### src/rtl/minibyte_ctrl_unit_if.sv
// Control bundle between the minibyte sequencer and its datapath.
// The master side is the sequencer. The slave side is the datapath/memory.
interface minibyte_ctrl_unit_if;
    logic [7:0] data_in;
    logic       zero_in;
    logic       ctrl_set_a;
    logic       ctrl_set_m;
    logic       ctrl_set_pc;
    logic       ctrl_inc_pc;
    logic       addr_sel_out;
    logic [1:0] bus_sel_out;
    logic [2:0] alu_op_out;
    logic       we_out;
    logic       halted_out;
    logic       illegal_out;

    modport master (
        input  data_in, zero_in,
        output ctrl_set_a, ctrl_set_m, ctrl_set_pc, ctrl_inc_pc,
               addr_sel_out, bus_sel_out, alu_op_out, we_out,
               halted_out, illegal_out
    );

    modport slave (
        output data_in, zero_in,
        input  ctrl_set_a, ctrl_set_m, ctrl_set_pc, ctrl_inc_pc,
               addr_sel_out, bus_sel_out, alu_op_out, we_out,
               halted_out, illegal_out
    );
endinterface

### src/rtl/minibyte_ctrl_unit.sv
// Minibyte instruction sequencer: a fetch/decode/exec Moore FSM that drives the datapath strobes.
// Optional MINIBYTE_ILLEGAL_TRAP_EN: an undefined opcode halts the core and raises illegal_out.
module minibyte_ctrl_unit #(
    parameter logic [7:0] IR_RESET = 8'h00
) (
    input logic                  clk_in,
    input logic                  rst_in,
    minibyte_ctrl_unit_if.master bus
);
    localparam int unsigned STATE_W = 3;
    localparam int unsigned IR_W    = 8;

    localparam logic [STATE_W-1:0] S_RST    = 3'd0;
    localparam logic [STATE_W-1:0] S_FETCH  = 3'd1;
    localparam logic [STATE_W-1:0] S_DECODE = 3'd2;
    localparam logic [STATE_W-1:0] S_EXEC   = 3'd3;
    localparam logic [STATE_W-1:0] S_HALT   = 3'd4;

    localparam logic [IR_W-1:0] OP_NOP = 8'h00;
    localparam logic [IR_W-1:0] OP_LDI = 8'h01;
    localparam logic [IR_W-1:0] OP_LDM = 8'h02;
    localparam logic [IR_W-1:0] OP_LDA = 8'h03;
    localparam logic [IR_W-1:0] OP_STA = 8'h04;
    localparam logic [IR_W-1:0] OP_JMP = 8'h05;
    localparam logic [IR_W-1:0] OP_BZ  = 8'h06;
    localparam logic [IR_W-1:0] OP_HLT = 8'hFF;

    localparam logic [1:0] BUS_DATA = 2'd0;
    localparam logic [1:0] BUS_ALU  = 2'd1;
    localparam logic [1:0] BUS_A    = 2'd2;

    logic [STATE_W-1:0] state;
    logic [STATE_W-1:0] next_state;
    logic [IR_W-1:0]    ir;
    logic               op_alu;
    logic               op_known;

    // Opcodes that take an execute cycle; 8'h10-8'h13 form the ALU group.
    assign op_alu   = (ir[7:2] == 6'b000100);
    assign op_known = op_alu || ((ir >= OP_LDI) && (ir <= OP_BZ));

    // State and instruction register.
    always_ff @(posedge clk_in or negedge rst_in) begin
        if (!rst_in) begin
            state <= S_RST;
            ir    <= IR_RESET;
        end else begin
            state <= next_state;
            if (state == S_FETCH) begin
                ir <= bus.data_in;
            end
        end
    end

    // Next-state and strobe decode from state and IR only (zero_in steers BZ).
    always_comb begin
        next_state       = state;
        bus.ctrl_set_a   = 1'b0;
        bus.ctrl_set_m   = 1'b0;
        bus.ctrl_set_pc  = 1'b0;
        bus.ctrl_inc_pc  = 1'b0;
        bus.addr_sel_out = 1'b0;
        bus.bus_sel_out  = BUS_DATA;
        bus.alu_op_out   = 3'd0;
        bus.we_out       = 1'b0;
        bus.halted_out   = 1'b0;
        bus.illegal_out  = 1'b0;

        case (state)
            S_RST: next_state = S_FETCH;
            S_FETCH: begin
                bus.ctrl_inc_pc = 1'b1;
                next_state      = S_DECODE;
            end
            S_DECODE: begin
                if (ir == OP_HLT) begin
                    next_state = S_HALT;
                end else if (op_known) begin
                    next_state = S_EXEC;
                end else if (ir == OP_NOP) begin
                    next_state = S_FETCH;
                end else begin
`ifdef MINIBYTE_ILLEGAL_TRAP_EN
                    next_state = S_HALT;
`else
                    next_state = S_FETCH;
`endif
                end
            end
            S_EXEC: begin
                next_state = S_FETCH;
                if (op_alu) begin
                    bus.addr_sel_out = 1'b1;
                    bus.bus_sel_out  = BUS_ALU;
                    bus.alu_op_out   = {1'b0, ir[1:0]};
                    bus.ctrl_set_a   = 1'b1;
                end else begin
                    case (ir)
                        OP_LDI: begin
                            bus.ctrl_set_a  = 1'b1;
                            bus.ctrl_inc_pc = 1'b1;
                        end
                        OP_LDM: begin
                            bus.ctrl_set_m  = 1'b1;
                            bus.ctrl_inc_pc = 1'b1;
                        end
                        OP_LDA: begin
                            bus.addr_sel_out = 1'b1;
                            bus.ctrl_set_a   = 1'b1;
                        end
                        OP_STA: begin
                            bus.addr_sel_out = 1'b1;
                            bus.bus_sel_out  = BUS_A;
                            bus.we_out       = 1'b1;
                        end
                        OP_JMP: bus.ctrl_set_pc = 1'b1;
                        // Not-taken branch steps the PC over the target operand.
                        OP_BZ: begin
                            bus.ctrl_set_pc = bus.zero_in;
                            bus.ctrl_inc_pc = !bus.zero_in;
                        end
                        default: ;
                    endcase
                end
            end
            S_HALT: begin
                bus.halted_out = 1'b1;
`ifdef MINIBYTE_ILLEGAL_TRAP_EN
                bus.illegal_out = (ir != OP_HLT);
`endif
            end
            default: next_state = S_RST;
        endcase
    end
endmodule

### src/flat_wrapper.sv
// flat-port wrapper written by rule: the top's interface ports become plain ports
module minibyte_ctrl_unit_flat 
#(
    parameter logic [7:0] IR_RESET = 8'h00
)
  (clk_in, rst_in, bus_data_in, bus_zero_in, bus_ctrl_set_a, bus_ctrl_set_m, bus_ctrl_set_pc, bus_ctrl_inc_pc, bus_addr_sel_out, bus_bus_sel_out, bus_alu_op_out, bus_we_out, bus_halted_out, bus_illegal_out);
  minibyte_ctrl_unit_if bus_i ();
  input logic clk_in;
  input logic rst_in;
  input wire logic [$bits(bus_i.data_in)-1:0] bus_data_in;
  input wire logic [$bits(bus_i.zero_in)-1:0] bus_zero_in;
  output wire logic [$bits(bus_i.ctrl_set_a)-1:0] bus_ctrl_set_a;
  output wire logic [$bits(bus_i.ctrl_set_m)-1:0] bus_ctrl_set_m;
  output wire logic [$bits(bus_i.ctrl_set_pc)-1:0] bus_ctrl_set_pc;
  output wire logic [$bits(bus_i.ctrl_inc_pc)-1:0] bus_ctrl_inc_pc;
  output wire logic [$bits(bus_i.addr_sel_out)-1:0] bus_addr_sel_out;
  output wire logic [$bits(bus_i.bus_sel_out)-1:0] bus_bus_sel_out;
  output wire logic [$bits(bus_i.alu_op_out)-1:0] bus_alu_op_out;
  output wire logic [$bits(bus_i.we_out)-1:0] bus_we_out;
  output wire logic [$bits(bus_i.halted_out)-1:0] bus_halted_out;
  output wire logic [$bits(bus_i.illegal_out)-1:0] bus_illegal_out;
  assign bus_i.data_in = bus_data_in;
  assign bus_i.zero_in = bus_zero_in;
  assign bus_ctrl_set_a = bus_i.ctrl_set_a;
  assign bus_ctrl_set_m = bus_i.ctrl_set_m;
  assign bus_ctrl_set_pc = bus_i.ctrl_set_pc;
  assign bus_ctrl_inc_pc = bus_i.ctrl_inc_pc;
  assign bus_addr_sel_out = bus_i.addr_sel_out;
  assign bus_bus_sel_out = bus_i.bus_sel_out;
  assign bus_alu_op_out = bus_i.alu_op_out;
  assign bus_we_out = bus_i.we_out;
  assign bus_halted_out = bus_i.halted_out;
  assign bus_illegal_out = bus_i.illegal_out;
  minibyte_ctrl_unit #(.IR_RESET(IR_RESET)) u_core (.clk_in(clk_in), .rst_in(rst_in), .bus(bus_i));
endmodule
### config.mk
export PLATFORM = sky130hd
export DESIGN_NAME = minibyte_ctrl_unit_flat
export DESIGN_NICKNAME = d
export VERILOG_FILES = /design/src/rtl/minibyte_ctrl_unit_if.sv /design/src/rtl/minibyte_ctrl_unit.sv /design/src/flat_wrapper.sv
export SDC_FILE = /design/constraint.sdc
export NUM_CORES = 1
export LEC_CHECK = 0
export ABC_AREA = 1
export BUFFER_PORTS_ARGS = -buffer_cell sky130_fd_sc_hd__buf_2
export CORE_UTILIZATION = 44
export DETAILED_ROUTE_END_ITERATION = 10
export PLACE_DENSITY_LB_ADDON = 0.05
export SYNTH_ARGS = -nofsm -noshare
export SYNTH_HDL_FRONTEND = slang
export SYNTH_SLANG_ARGS = --single-unit
### constraint.sdc
create_clock -name clk_in -period 1 [get_ports clk_in]
set_input_delay 0.1 -clock clk_in [delete_from_list [all_inputs] [get_ports clk_in]]
set_output_delay 0.1 -clock clk_in [all_outputs]
set_load 0.005 [all_outputs]
# [Word-level counts from Yosys, hierarchy flattened]
# Index checks and enable logic that the tools add are counted.
[classes] magnitude_cmp=2 n_eq_ne=12 n_mux=27 reduce_logical=8
[op_table] cell="$eq A8 B3 Y1 const B" count=3
[op_table] cell="$eq A8 B2 Y1 const B" count=2
[op_table] cell="$mux W1" count=16
[op_table] cell="$pmux W3 S4" count=1
[op_table] cell="$mux W2" count=5
[op_table] cell="$eq A8 B1 Y1 const B" count=1
[op_table] cell="$eq A8 B8 Y1 const B" count=1
[op_table] cell="$ge A8 B1 Y1 const B" count=1
[op_table] cell="$le A8 B3 Y1 const B" count=1
[op_table] cell="$reduce_or A2 Y1" count=4
[op_table] cell="$eq A3 B2 Y1 const B" count=2
[op_table] cell="$eq A6 B3 Y1 const B" count=1
[op_table] cell="$mux W3" count=2
[op_table] cell="$pmux W1 S2" count=3
[op_table] cell="$eq A3 B1 Y1 const B" count=1
[op_table] cell="$eq A3 B3 Y1 const B" count=1
[op_table] cell="$logic_not A3 Y1" count=1
[op_table] cell="$logic_and A1 B1 Y1" count=1
[op_table] cell="$logic_not A1 Y1" count=1
[op_table] cell="$logic_or A1 B1 Y1" count=1
[word_totals] regBits=11 in_bits=11 output_inout_bits=13 elab_cells=51

# [Depth between registers and ports, before layout]
[logic_depth] depth_word=6 depth_mapped=7 mapped_depth_nobuf=7

# [Worst setup path before layout]
# Ideal clock, no wire load.
[synth_timing] path_type="register to output" startpoint="register u_core.ir[6]" endpoint="output bus_bus_sel_out[1]" arrival_ns=1.055 slack_ns=-0.155 path_stages_with_launch=7 n_path_buf=1 path_cell_list="dfrtp_1 nor2_2 nand2_1 nor2_1 nand3_1 nor2_1 buf_4"
[synth_between] elab_chain_len=4
[synth_lines] item="start: declaration" line_no="minibyte_ctrl_unit.sv:34" source="logic [IR_W-1:0] ir;"
[synth_lines] item="start signal: assignment" line_no="minibyte_ctrl_unit.sv:50" source="ir <= bus.data_in;"
[synth_lines] item="$eq A8 B3 Y1" line_no="minibyte_ctrl_unit.sv:98" source="case (ir)"
[synth_lines] item="$mux W2" line_no="minibyte_ctrl_unit.sv:98"
[synth_lines] item="$mux W2 *" line_no="minibyte_ctrl_unit.sv:92" source="if (op_alu) begin"
[synth_lines] item="$mux W2 *" line_no="minibyte_ctrl_unit.sv:69" source="case (state)"
[synth_lines] item="end: declaration" line_no="flat_wrapper.sv:17" source="output wire logic [$bits(bus_i.bus_sel_out)-1:0] bus_bus_sel_out;"
# Every way passes the cells marked *; elsewhere a longest branch is shown, timed or not.

# [Worst setup path after layout]
[layout_timing] startpoint="register u_core.ir[7]" endpoint="output bus_bus_sel_out[1]"
# Same word-level chain as after synthesis.

==> impl_metrics.json <==
{
  "synth-seq-cells": 11,
  "fmax_mhz": 663,
  "status": "finished, violations left",
  "routed_wl_um": 1790,
  "cts.sink_count": 11,
  "overflow": 0,
  "rsz0062_at_grt": "true",
  "sw_frac_of_total_pct": 45.8,
  "rows": 14,
  "drc": 0,
  "die_y_um": 43.2,
  "fin_skew_ps": 5.74,
  "finalCritPeriodShare_pct": 151,
  "crit_path_end_kind": "output pin",
  "p_sw_mw": 1.39,
  "cp.required_ps": 900,
  "crit_fanout": 3,
  "fin_hold_ws_ps": 77.6,
  "multiInputGateArea_um2": 475,
  "violations": "negative setup slack",
  "dp_hpwl_um": 1260,
  "cap_violations": 0,
  "min_period_ps": 1510,
  "ir_worst_vdd_uv": 1490,
  "grt_antenna_before_repair": 0,
  "synth_cells": 109,
  "critPathSlowestCell": "dfrtp_1",
  "hold_viol_final": 0,
  "vias": 797,
  "grt_pass1_vias": 641,
  "fin_ws_ps": -508,
  "leakagePower_nw": 0.581,
  "synth_top_area_share_pct": 36.8,
  "die_area_um2": 1870,
  "place_inst": 158,
  "mostFrequentLayoutCell": "buf_2",
  "regArea_um2": 277,
  "avgSynthCellArea_um2": 6.86,
  "clkPwrFrac_pct": 9.9,
  "internal-power_mw": 1.65,
  "routedWlPerCell_um": 10.7,
  "path_cells": "nor2_4 -> nand2_2 -> nor2_4 -> nand3_2 -> nor2_2 -> buf_2",
  "dr.first_iter.drc_count": 9,
  "viasPerCell": 4.77,
  "ys_types": 22,
  "final_nets": 163,
  "synth.largest_area_cell": "dfrtp_1",
  "cts_buffers": 3,
  "setup_viol": 21,
  "maxSlewViolCount": 0,
  "max_stage_delay_ps": 420,
  "syn_area_um2": 748,
  "coreArea_um2": 1540,
  "regToRegSetupSlack_ps": -120,
  "initial_utilization_pct": 48.5,
  "synth_warnings": 0,
  "hp-class": "in2reg",
  "cts_tree": "yes",
  "cpMostUsedCell": "nor2_4",
  "ant_nets": 0,
  "fin_util_pct": 73.3,
  "cts.clk_slew.worst_paths_ps": 70,
  "cts.htree.levels": 1,
  "grt_first_pass_wirelength_um": 2740,
  "crit_arrival_ps": 1410,
  "start_kind": "flop",
  "drive_gt1_share_pct": 55.6,
  "clock_latency_ps": 270,
  "stdcell_count": 167,
  "portBuffers": 21,
  "cts_buffer_depth": 2,
  "comb_power_share_pct": 59.8,
  "final_cell_mix": "buf_2, nand2_1, buf_4",
  "grt_max_degree": 18,
  "ys_seq_area_share_pct": 36.8,
  "powerDensity_nw_per_um2": 2690,
  "criticalPathCategory": "reg2out",
  "area_growth_pct": 51.0,
  "fp.dieW_um": 43.2,
  "gp_congestion": 0.797,
  "io_pins": 24,
  "seqPwrFrac_pct": 30.3,
  "diodes": 0,
  "nFillCells": 130,
  "synthTopCellsByArea": "dfrtp_1, nand2_1, nor2_1",
  "drtPass1Iterations": 4,
  "clock-root-buffer": "clkbuf_4",
  "track_usage_pct": 19.5
}
## sequential cells by signal, indices dropped and copies added, names as in the netlist
| register | flops |
|---|---|
| u_core.ir | 8 |
| u_core.state | 3 |
## power by group through the flow
stage / clock (mW) / combinational, mW / sequential [mW]
floorplan: 0 / 0.917 / 0.828
global placement: 0 / 1.40 / 0.848
detailed placement: 0 / 1.43 / 0.858
CTS: 0.313 / 1.60 / 0.874
global route: 0.336 / 2.03 / 0.943
finish: 0.302 / 1.82 / 0.923
## worst max-delay path: cells and delay by family (launching register included)
family | cells | cell delay [ps]
AND/OR/NAND/NOR | 5 | 600
flip-flops | 1 | 420
buffers and inverters | 1 | 120
## worst paths after layout
check,start,depth (start not counted),end
max in group asynchronous,rst_in,2,u_core.ir[1]
min reg2reg,u_core.state[0],3,u_core.state[2]
max reg2reg,u_core.ir[0],7,u_core.state[1]
max,u_core.ir[7],6,bus_bus_sel_out[1]
min,bus_data_in[7],3,u_core.ir[7]
min in group asynchronous,rst_in,2,u_core.ir[7]
## timing repair
action,4_1_cts,5_1_grt
hold endpoints to repair,11,0
hold buffers,1,0
pin swaps,5,11
gates resized for setup,12,26
setup buffers,4,1
setup endpoints to repair,21,21
## kinds of logic after synthesis
| group | Yosys count | synth area share [%] |
|---|---|---|
| AOI/OAI and AO/OA | 13 | 9.36 |
| DFF | 11 | 36.8 |
| and+or+nand+nor | 65 | 41.1 |
| buffers and inverters | 19 | 12.2 |
| other | 1 | 0.501 |
## stage by stage
| step | instance area (µm²) | setup TNS [ps] | worst slack, ps | power, mW |
|---|---|---|---|---|
| 6_report | 1130 | -5330 | -508 | 3.04 |
| 5_1_grt | 1130 | -6830 | -582 | 3.31 |
| 4_1_cts | 1040 | -5180 | -491 | 2.79 |
| 3_5_place_dp | 958 | -2120 | -205 | 2.29 |
| 3_3_place_gp | 958 | -1780 | -200 | 2.25 |
| 2_1_floorplan | 754 | -173 | -127 | 1.75 |
## synthesized netlist by cell type
library cell,instances
o22ai_1,1
dfrtp_1,11
nor3b_2,1
nor3_1,2
nor2_2,2
nor2_1,23
nand3_1,7
nor2_4,1
inv_2,1
buf_4,3
or2_1,1
o21ai_0,2
nand2_1,24
a21oi_2,1
clkinv_2,1
a21oi_1,9
nand3_4,1
inv_1,13
conb_1,1
buf_6,1
nand3_2,2
nand2_2,1
## area by class of cell
type	instances	share of cell area, %
Clock buffer	4	2.33
Inverter	15	5.09
Multi-Input combinational cell	80	42.1
Sequential cell	11	24.5
Tap cell	16	1.77
Timing Repair Buffer	41	24.3
## metal layers
| layer | track usage, % | wire length (µm) | vias to the layer above |
|---|---|---|---|
| met2 | 33.1 | 952 | 23 |
| met1 | 25.0 | 740 | 355 |
| met5 | 0 | 0 | - |
| met4 | 3.64 | 17 | 0 |
| met3 | 5.11 | 83 | 2 |
| li1 | - | - | 417 |
Note: power is estimated with default switching activity, not from simulation.
